**config.mk**
```make
export PLATFORM = sky130hd
export DESIGN_NAME = uart_rx_ctrl
export DESIGN_NICKNAME = d
export VERILOG_FILES = /design/src/rtl/uart_rx_ctrl.sv
export SDC_FILE = /design/constraint.sdc
export NUM_CORES = 1
export LEC_CHECK = 0
export ABC_AREA = 1
export BUFFER_PORTS_ARGS = -buffer_cell sky130_fd_sc_hd__clkbuf_2
export CORE_ASPECT_RATIO = 2
export CORE_MARGIN = 1.5
export CORE_UTILIZATION = 40
export DETAILED_ROUTE_END_ITERATION = 10
export PLACE_DENSITY = 0.76
export SLEW_MARGIN = 20
export SYNTH_ARGS = -nofsm -noshare
export SYNTH_HDL_FRONTEND = slang
export SYNTH_SLANG_ARGS = --single-unit
```
**constraint.sdc**
```tcl
create_clock -name clk_i -period 1.42 [get_ports clk_i]
set_input_delay 0.284 -clock clk_i [delete_from_list [all_inputs] [get_ports clk_i]]
set_output_delay 0.284 -clock clk_i [all_outputs]
set_load 0.1 [all_outputs]
```
**src/rtl/uart_rx_ctrl.sv**
```systemverilog
// Bus register controller for the uart_rx receiver: configuration, byte draining, back-pressure and IRQ.
// Optional RX idle-timeout counter is built when UART_RX_TIMEOUT_EN is defined.
module uart_rx_ctrl #(
    parameter int ADDR_W    = 4,
    parameter int TIMEOUT_W = 16
) (
    input  logic              clk_i,
    input  logic              rst_i,
    input  logic              cmd_valid_i,
    output logic              cmd_ready_o,
    input  logic              cmd_we_i,
    input  logic [ADDR_W-1:0] cmd_addr_i,
    input  logic [31:0]       cmd_wdata_i,
    output logic              rsp_valid_o,
    input  logic              rsp_ready_i,
    output logic [31:0]       rsp_rdata_o,
    output logic [15:0]       baud_div_o,
    output logic              rx_re_o,
    output logic              rx_stall_o,
    input  logic [7:0]        rx_data_i,
    input  logic              rx_full_i,
    input  logic              rx_empty_i,
    output logic              irq_o
);

    typedef enum logic {IDLE, RESP} state_t;

    state_t      state, state_next;
    logic        accept, wr, rd;
    logic [31:0] addr_ext;
    logic        sel_ctrl, sel_status, sel_rdata, sel_baud, sel_timeout;
    logic [31:0] rdata_mux, timeout_rd;
    logic        rx_en, irq_en, underflow, timeout, irq_q;
    logic        pop, underflow_set;
    logic [15:0] baud;
    logic [31:0] rsp_rdata_q;
    logic        unused_wdata;

    assign unused_wdata = ^cmd_wdata_i[31:16];

    always_ff @(posedge clk_i) begin
        if (rst_i) state <= IDLE;
        else       state <= state_next;
    end

    always_comb begin
        state_next  = state;
        cmd_ready_o = 1'b0;
        rsp_valid_o = 1'b0;
        case (state)
            IDLE: begin
                cmd_ready_o = 1'b1;
                if (cmd_valid_i) state_next = RESP;
            end
            RESP: begin
                rsp_valid_o = 1'b1;
                if (rsp_ready_i) state_next = IDLE;
            end
            default: state_next = IDLE;
        endcase
    end

    assign accept      = cmd_ready_o & cmd_valid_i & ~rst_i;
    assign wr          = accept & cmd_we_i;
    assign rd          = accept & ~cmd_we_i;
    assign addr_ext    = 32'(cmd_addr_i);
    assign sel_ctrl    = (addr_ext == 32'h0);
    assign sel_status  = (addr_ext == 32'h4);
    assign sel_rdata   = (addr_ext == 32'h8);
    assign sel_baud    = (addr_ext == 32'hC);
    assign sel_timeout = (addr_ext == 32'h10);

    // The pop happens only in the acceptance cycle; an empty queue is never popped.
    assign pop           = rd & sel_rdata & ~rx_empty_i;
    assign underflow_set = rd & sel_rdata & rx_empty_i;

    always_comb begin
        rdata_mux = 32'd0;
        if (sel_ctrl)    rdata_mux = {30'd0, irq_en, rx_en};
        if (sel_status)  rdata_mux = {28'd0, timeout, underflow, rx_full_i, rx_empty_i};
        if (sel_rdata)   rdata_mux = rx_empty_i ? 32'd0 : {24'd0, rx_data_i};
        if (sel_baud)    rdata_mux = {16'd0, baud};
        if (sel_timeout) rdata_mux = timeout_rd;
    end

    always_ff @(posedge clk_i) begin
        if (rst_i) begin
            rx_en       <= 1'b0;
            irq_en      <= 1'b0;
            baud        <= 16'd867;
            underflow   <= 1'b0;
            rsp_rdata_q <= 32'd0;
            irq_q       <= 1'b0;
        end else begin
            if (accept) rsp_rdata_q <= cmd_we_i ? 32'd0 : rdata_mux;
            if (wr && sel_ctrl) begin
                rx_en  <= cmd_wdata_i[0];
                irq_en <= cmd_wdata_i[1];
            end
            if (wr && sel_baud) baud <= cmd_wdata_i[15:0];
            // Set beats a simultaneous W1C.
            if (underflow_set)                             underflow <= 1'b1;
            else if (wr && sel_status && cmd_wdata_i[2])   underflow <= 1'b0;
            irq_q <= irq_en & (~rx_empty_i | underflow | timeout);
        end
    end

`ifdef UART_RX_TIMEOUT_EN
    logic [TIMEOUT_W-1:0] timeout_lim, idle_cnt, cnt_next;
    logic                 timeout_hit, cnt_clr;

    assign cnt_next    = idle_cnt + 1'b1;
    assign cnt_clr     = rx_empty_i | pop | (timeout_lim == '0);
    assign timeout_hit = ~cnt_clr & (cnt_next == timeout_lim);
    assign timeout_rd  = 32'(timeout_lim);

    always_ff @(posedge clk_i) begin
        if (rst_i) begin
            timeout_lim <= '0;
            idle_cnt    <= '0;
            timeout     <= 1'b0;
        end else begin
            if (wr && sel_timeout) timeout_lim <= cmd_wdata_i[TIMEOUT_W-1:0];
            if (cnt_clr || timeout_hit) idle_cnt <= '0;
            else                        idle_cnt <= cnt_next;
            if (timeout_hit)                             timeout <= 1'b1;
            else if (wr && sel_status && cmd_wdata_i[3]) timeout <= 1'b0;
        end
    end
`else
    assign timeout    = 1'b0;
    assign timeout_rd = 32'd0;
`endif

    assign rsp_rdata_o = rsp_rdata_q;
    assign baud_div_o  = baud;
    assign rx_re_o     = pop;
    assign rx_stall_o  = ~rx_en | rx_full_i;
    assign irq_o       = irq_q;

endmodule
```
==> impl_metrics.xml <==
<?xml version="1.0" encoding="UTF-8"?>
<metrics>
  <group name="run_status">
    <metric name="outcome" unit="">finished, violations left</metric>
    <metric name="violations" unit="">negative setup slack</metric>
  </group>
  <group name="critical_path">
    <metric name="timing.critical_path.from_type" unit="">flop</metric>
    <metric name="worst_path_cell_trace" unit="">inv_12, nand2_8, nor2_4, nand2_4, nor3_4, buf_12</metric>
    <metric name="cpMaxStageDelayCell" unit="">sky130_fd_sc_hd__dfxtp_4</metric>
    <metric name="largest_fanout_of_any_net_on_the_critical_path" unit="">2</metric>
    <metric name="critPathRequiredTime" unit="ns">1.14</metric>
    <metric name="max_stage_delay" unit="ns">0.38</metric>
    <metric name="worstSetupPathType" unit="">flop to primary output</metric>
    <metric name="cp-end-kind" unit="">primary output</metric>
    <metric name="arrival" unit="ns">1.30</metric>
  </group>
  <group name="global_routing">
    <metric name="grt_overflow" unit="">0</metric>
    <metric name="first_pass_grt_wire_length" unit="um">7310</metric>
    <metric name="first_global_vias" unit="">1701</metric>
    <metric name="grt.total_usage" unit="%">19.0</metric>
    <metric name="grt_start_max_net_pins" unit="">23</metric>
    <metric name="initial_antenna_violation_count" unit="">0</metric>
  </group>
  <group name="finish">
    <metric name="stdcell_area" unit="um^2">2730</metric>
    <metric name="fillCellCount" unit="">396</metric>
    <metric name="layout-drive-gt1-share" unit="%">35.8</metric>
    <metric name="areaGrowthSynthToFinish" unit="%">52.8</metric>
    <metric name="antenna_cells_inserted" unit="">0</metric>
    <metric name="mostFrequentLayoutCells" unit="">sky130_fd_sc_hd__nand2_1, sky130_fd_sc_hd__buf_4, sky130_fd_sc_hd__nor2_1, sky130_fd_sc_hd__dfxtp_1, sky130_fd_sc_hd__clkbuf_2</metric>
    <metric name="most_common_cell_after_layout_fill_and_taps_aside" unit="">sky130_fd_sc_hd__nand2_1</metric>
    <metric name="layout.core_utilization" unit="%">63.5</metric>
    <metric name="finalNetCount" unit="">391</metric>
  </group>
  <group name="route">
    <metric name="route.vias.total" unit="">1849</metric>
    <metric name="ant_nets" unit="">0</metric>
    <metric name="drt-pass1-iter-count" unit="">4</metric>
    <metric name="drt-vias-per-instance" unit="">4.68</metric>
    <metric name="remaining_drc_errors" unit="">0</metric>
    <metric name="routed_wl" unit="um">4730</metric>
    <metric name="wl_per_cell" unit="um">12.0</metric>
    <metric name="drt_iter0_drc" unit="">38</metric>
  </group>
  <group name="yosys">
    <metric name="synth_area" unit="um^2">1790</metric>
    <metric name="synthCells" unit="">248</metric>
    <metric name="yosys_warnings" unit="">0</metric>
    <metric name="synth_cell_types" unit="">28</metric>
    <metric name="postSynthRegisterBits" unit="">37</metric>
    <metric name="synth_seq_area_share" unit="%">41.5</metric>
    <metric name="avgSynthCellArea" unit="um^2">7.20</metric>
  </group>
  <group name="flow_run">
    <metric name="maxCapViolations" unit="">0</metric>
  </group>
  <group name="floorplanning">
    <metric name="area_of_the_placeable_core" unit="um^2">4300</metric>
    <metric name="design.portCount" unit="">104</metric>
    <metric name="die_h" unit="um">97.5</metric>
    <metric name="dieWidth" unit="um">50.2</metric>
    <metric name="die-area" unit="um^2">4900</metric>
    <metric name="rows" unit="">34</metric>
    <metric name="start_util" unit="%">41.6</metric>
  </group>
  <group name="timing">
    <metric name="timing.clock.skew" unit="ns">0.00662</metric>
    <metric name="minimum_clock_period_after_layout" unit="ns">1.58</metric>
    <metric name="layout_worst_path_cycle_share" unit="%">111</metric>
    <metric name="final_hold_fails" unit="">0</metric>
    <metric name="fin_worst_hold_slack" unit="ns">0.173</metric>
    <metric name="finalWorstSetupSlack" unit="ns">-0.162</metric>
    <metric name="grt_setup_unrepaired" unit="">yes</metric>
    <metric name="max_freq" unit="GHz">0.632</metric>
    <metric name="setup_viol_count_final" unit="">1</metric>
    <metric name="drv_slew" unit="">0</metric>
  </group>
  <group name="clocking">
    <metric name="tritoncts.num_buffers" unit="">5</metric>
    <metric name="clock_tree_from_tritoncts" unit="">yes</metric>
    <metric name="clkSlewWorstSetupHoldPaths" unit="ns">0.07</metric>
    <metric name="post_cts_hold_buffer_count" unit="">0</metric>
    <metric name="clock_tree.htree_level_count" unit="">2</metric>
    <metric name="cts_max_path_buffers" unit="">2</metric>
    <metric name="cts_num_sinks" unit="">37</metric>
    <metric name="clk_latency" unit="ns">0.29</metric>
    <metric name="ctsRootBufferMaster" unit="">sky130_fd_sc_hd__clkbuf_8</metric>
  </group>
  <group name="placed_design">
    <metric name="buffer_ports.inserted" unit="">71</metric>
    <metric name="gpl.final_weighted_congestion" unit="">0.943</metric>
    <metric name="placed_area" unit="um^2">2530</metric>
    <metric name="detailedPlacementHpwl" unit="um">3620</metric>
    <metric name="post_placement_worst_setup_slack" unit="ns">0.0422</metric>
  </group>
  <group name="power">
    <metric name="power.share.sequential" unit="%">46.0</metric>
    <metric name="comb_power_share" unit="%">23.0</metric>
    <metric name="pwr_density_cell" unit="nW/um^2">840</metric>
    <metric name="design_power_total" unit="mW">2.29</metric>
    <metric name="cellLeakagePower" unit="nW">1.33</metric>
    <metric name="p_int" unit="mW">1.52</metric>
    <metric name="switching_power" unit="mW">0.772</metric>
    <metric name="vdd_drop_max" unit="mV">0.839</metric>
    <metric name="clock_power_share" unit="%">31.0</metric>
    <metric name="power.share.switching" unit="%">33.7</metric>
  </group>
  <group name="worst_hold_path">
    <metric name="hold_class" unit="">input port to flop</metric>
  </group>
</metrics>
## worst paths after layout
path | from | endpoint | slack, ns | cells past startpoint
worst min register to register | rsp_rdata_o[1] | rsp_rdata_o[1] | 0.46 | 2
worst max register to register | state | rsp_rdata_o[3] | 0.07 | 7
worst max-delay path | state | rx_re_o | -0.16 | 6
worst min-delay path | rsp_ready_i | state | 0.17 | 2
## metrics by stage
step,setup TNS [ns],instances
2_1_floorplan,-0.583,263
3_3_place_gp,0,379
3_5_place_dp,0,379
4_1_cts,-0.181,389
5_1_grt,-0.264,395
6_report,-0.162,395
## sequential cells by signal, summed over array words and instances (netlist names)
register / flops
baud_div_o: 16
rsp_rdata_o: 16
irq_en: 1
irq_o: 1
rx_en: 1
state: 1
underflow: 1
## layout make-up
cell class	count	area [um^2]	share of cell area (%)
clock buffers	5	68.8	2.52
clock inverters	3	17.5	0.642
inverters	20	103	3.76
multi-input cells	185	923	33.9
flip-flops and latches	37	746	27.3
well taps	54	67.6	2.48
repair buffers	91	802	29.4
## what timing repair did
action                     CTS  global route
cloned                       0             3
setup endpoints to repair    1            12
buffers inserted             2             3
resized for setup            0             6
pin swaps                    3             3
## Yosys cell counts
| cell type | count | area, um^2 |
|---|---|---|
| sky130_fd_sc_hd__a21boi_0 | 1 | 7.51 |
| sky130_fd_sc_hd__a21oi_1 | 15 | 75.1 |
| sky130_fd_sc_hd__buf_2 | 1 | 5.00 |
| sky130_fd_sc_hd__buf_4 | 16 | 120 |
| sky130_fd_sc_hd__buf_6 | 4 | 45.0 |
| sky130_fd_sc_hd__clkbuf_1 | 3 | 11.3 |
| sky130_fd_sc_hd__clkinv_2 | 2 | 10.0 |
| sky130_fd_sc_hd__conb_1 | 1 | 3.75 |
| sky130_fd_sc_hd__dfxtp_1 | 37 | 741 |
| sky130_fd_sc_hd__inv_1 | 15 | 56.3 |
| sky130_fd_sc_hd__inv_2 | 2 | 7.51 |
| sky130_fd_sc_hd__inv_6 | 1 | 8.76 |
| sky130_fd_sc_hd__nand2_1 | 60 | 225 |
| sky130_fd_sc_hd__nand2_2 | 1 | 6.26 |
| sky130_fd_sc_hd__nand2_4 | 1 | 11.3 |
| sky130_fd_sc_hd__nand3_1 | 24 | 120 |
| sky130_fd_sc_hd__nand3_2 | 1 | 10.0 |
| sky130_fd_sc_hd__nand3_4 | 1 | 17.5 |
| sky130_fd_sc_hd__nand3b_1 | 1 | 7.51 |
| sky130_fd_sc_hd__nand4_1 | 2 | 12.5 |
| sky130_fd_sc_hd__nor2_1 | 39 | 146 |
| sky130_fd_sc_hd__nor2_2 | 1 | 6.26 |
| sky130_fd_sc_hd__nor2_4 | 3 | 33.8 |
| sky130_fd_sc_hd__nor2_8 | 1 | 20.0 |
| sky130_fd_sc_hd__nor3_1 | 1 | 5.00 |
| sky130_fd_sc_hd__o21ai_0 | 10 | 50.1 |
| sky130_fd_sc_hd__o21ai_1 | 3 | 15.0 |
| sky130_fd_sc_hd__o31ai_1 | 1 | 7.51 |
## worst max-delay path: cells and delay by family (launching register included)
kind,cells,cell delay [ns]
flops,1,0.38
buf+inv,2,0.26
simple gates,4,0.39
## cells by family (layout without fill, tap and decap cells)
group	count (synthesis)	count (layout)	synth area share, %
simple gates	136	139	34.8
buf+inv	44	119	14.8
flops	37	37	41.5
compound gates	30	30	8.69
other cells	1	16	0.210
## routing by layer
layer  global-route usage (%)  routed length (um)  vias up
li1                         -                   -      941
met1                     18.8                1690      822
met2                     34.4                2610       70
met3                     3.38                 221       16
met4                     12.0                 216        0
met5                        0                   0        -
## power by group through the flow
stage,combinational [mW],clock [mW],sequential (mW)
after global routing,0.554,0.769,1.06
after CTS,0.506,0.727,1.05
after floorplan,0.348,0,1.13
after global placement,0.495,0,1.08
final,0.527,0.710,1.06
after detailed placement,0.497,0,1.08
Power figures use the tool's default switching activity.
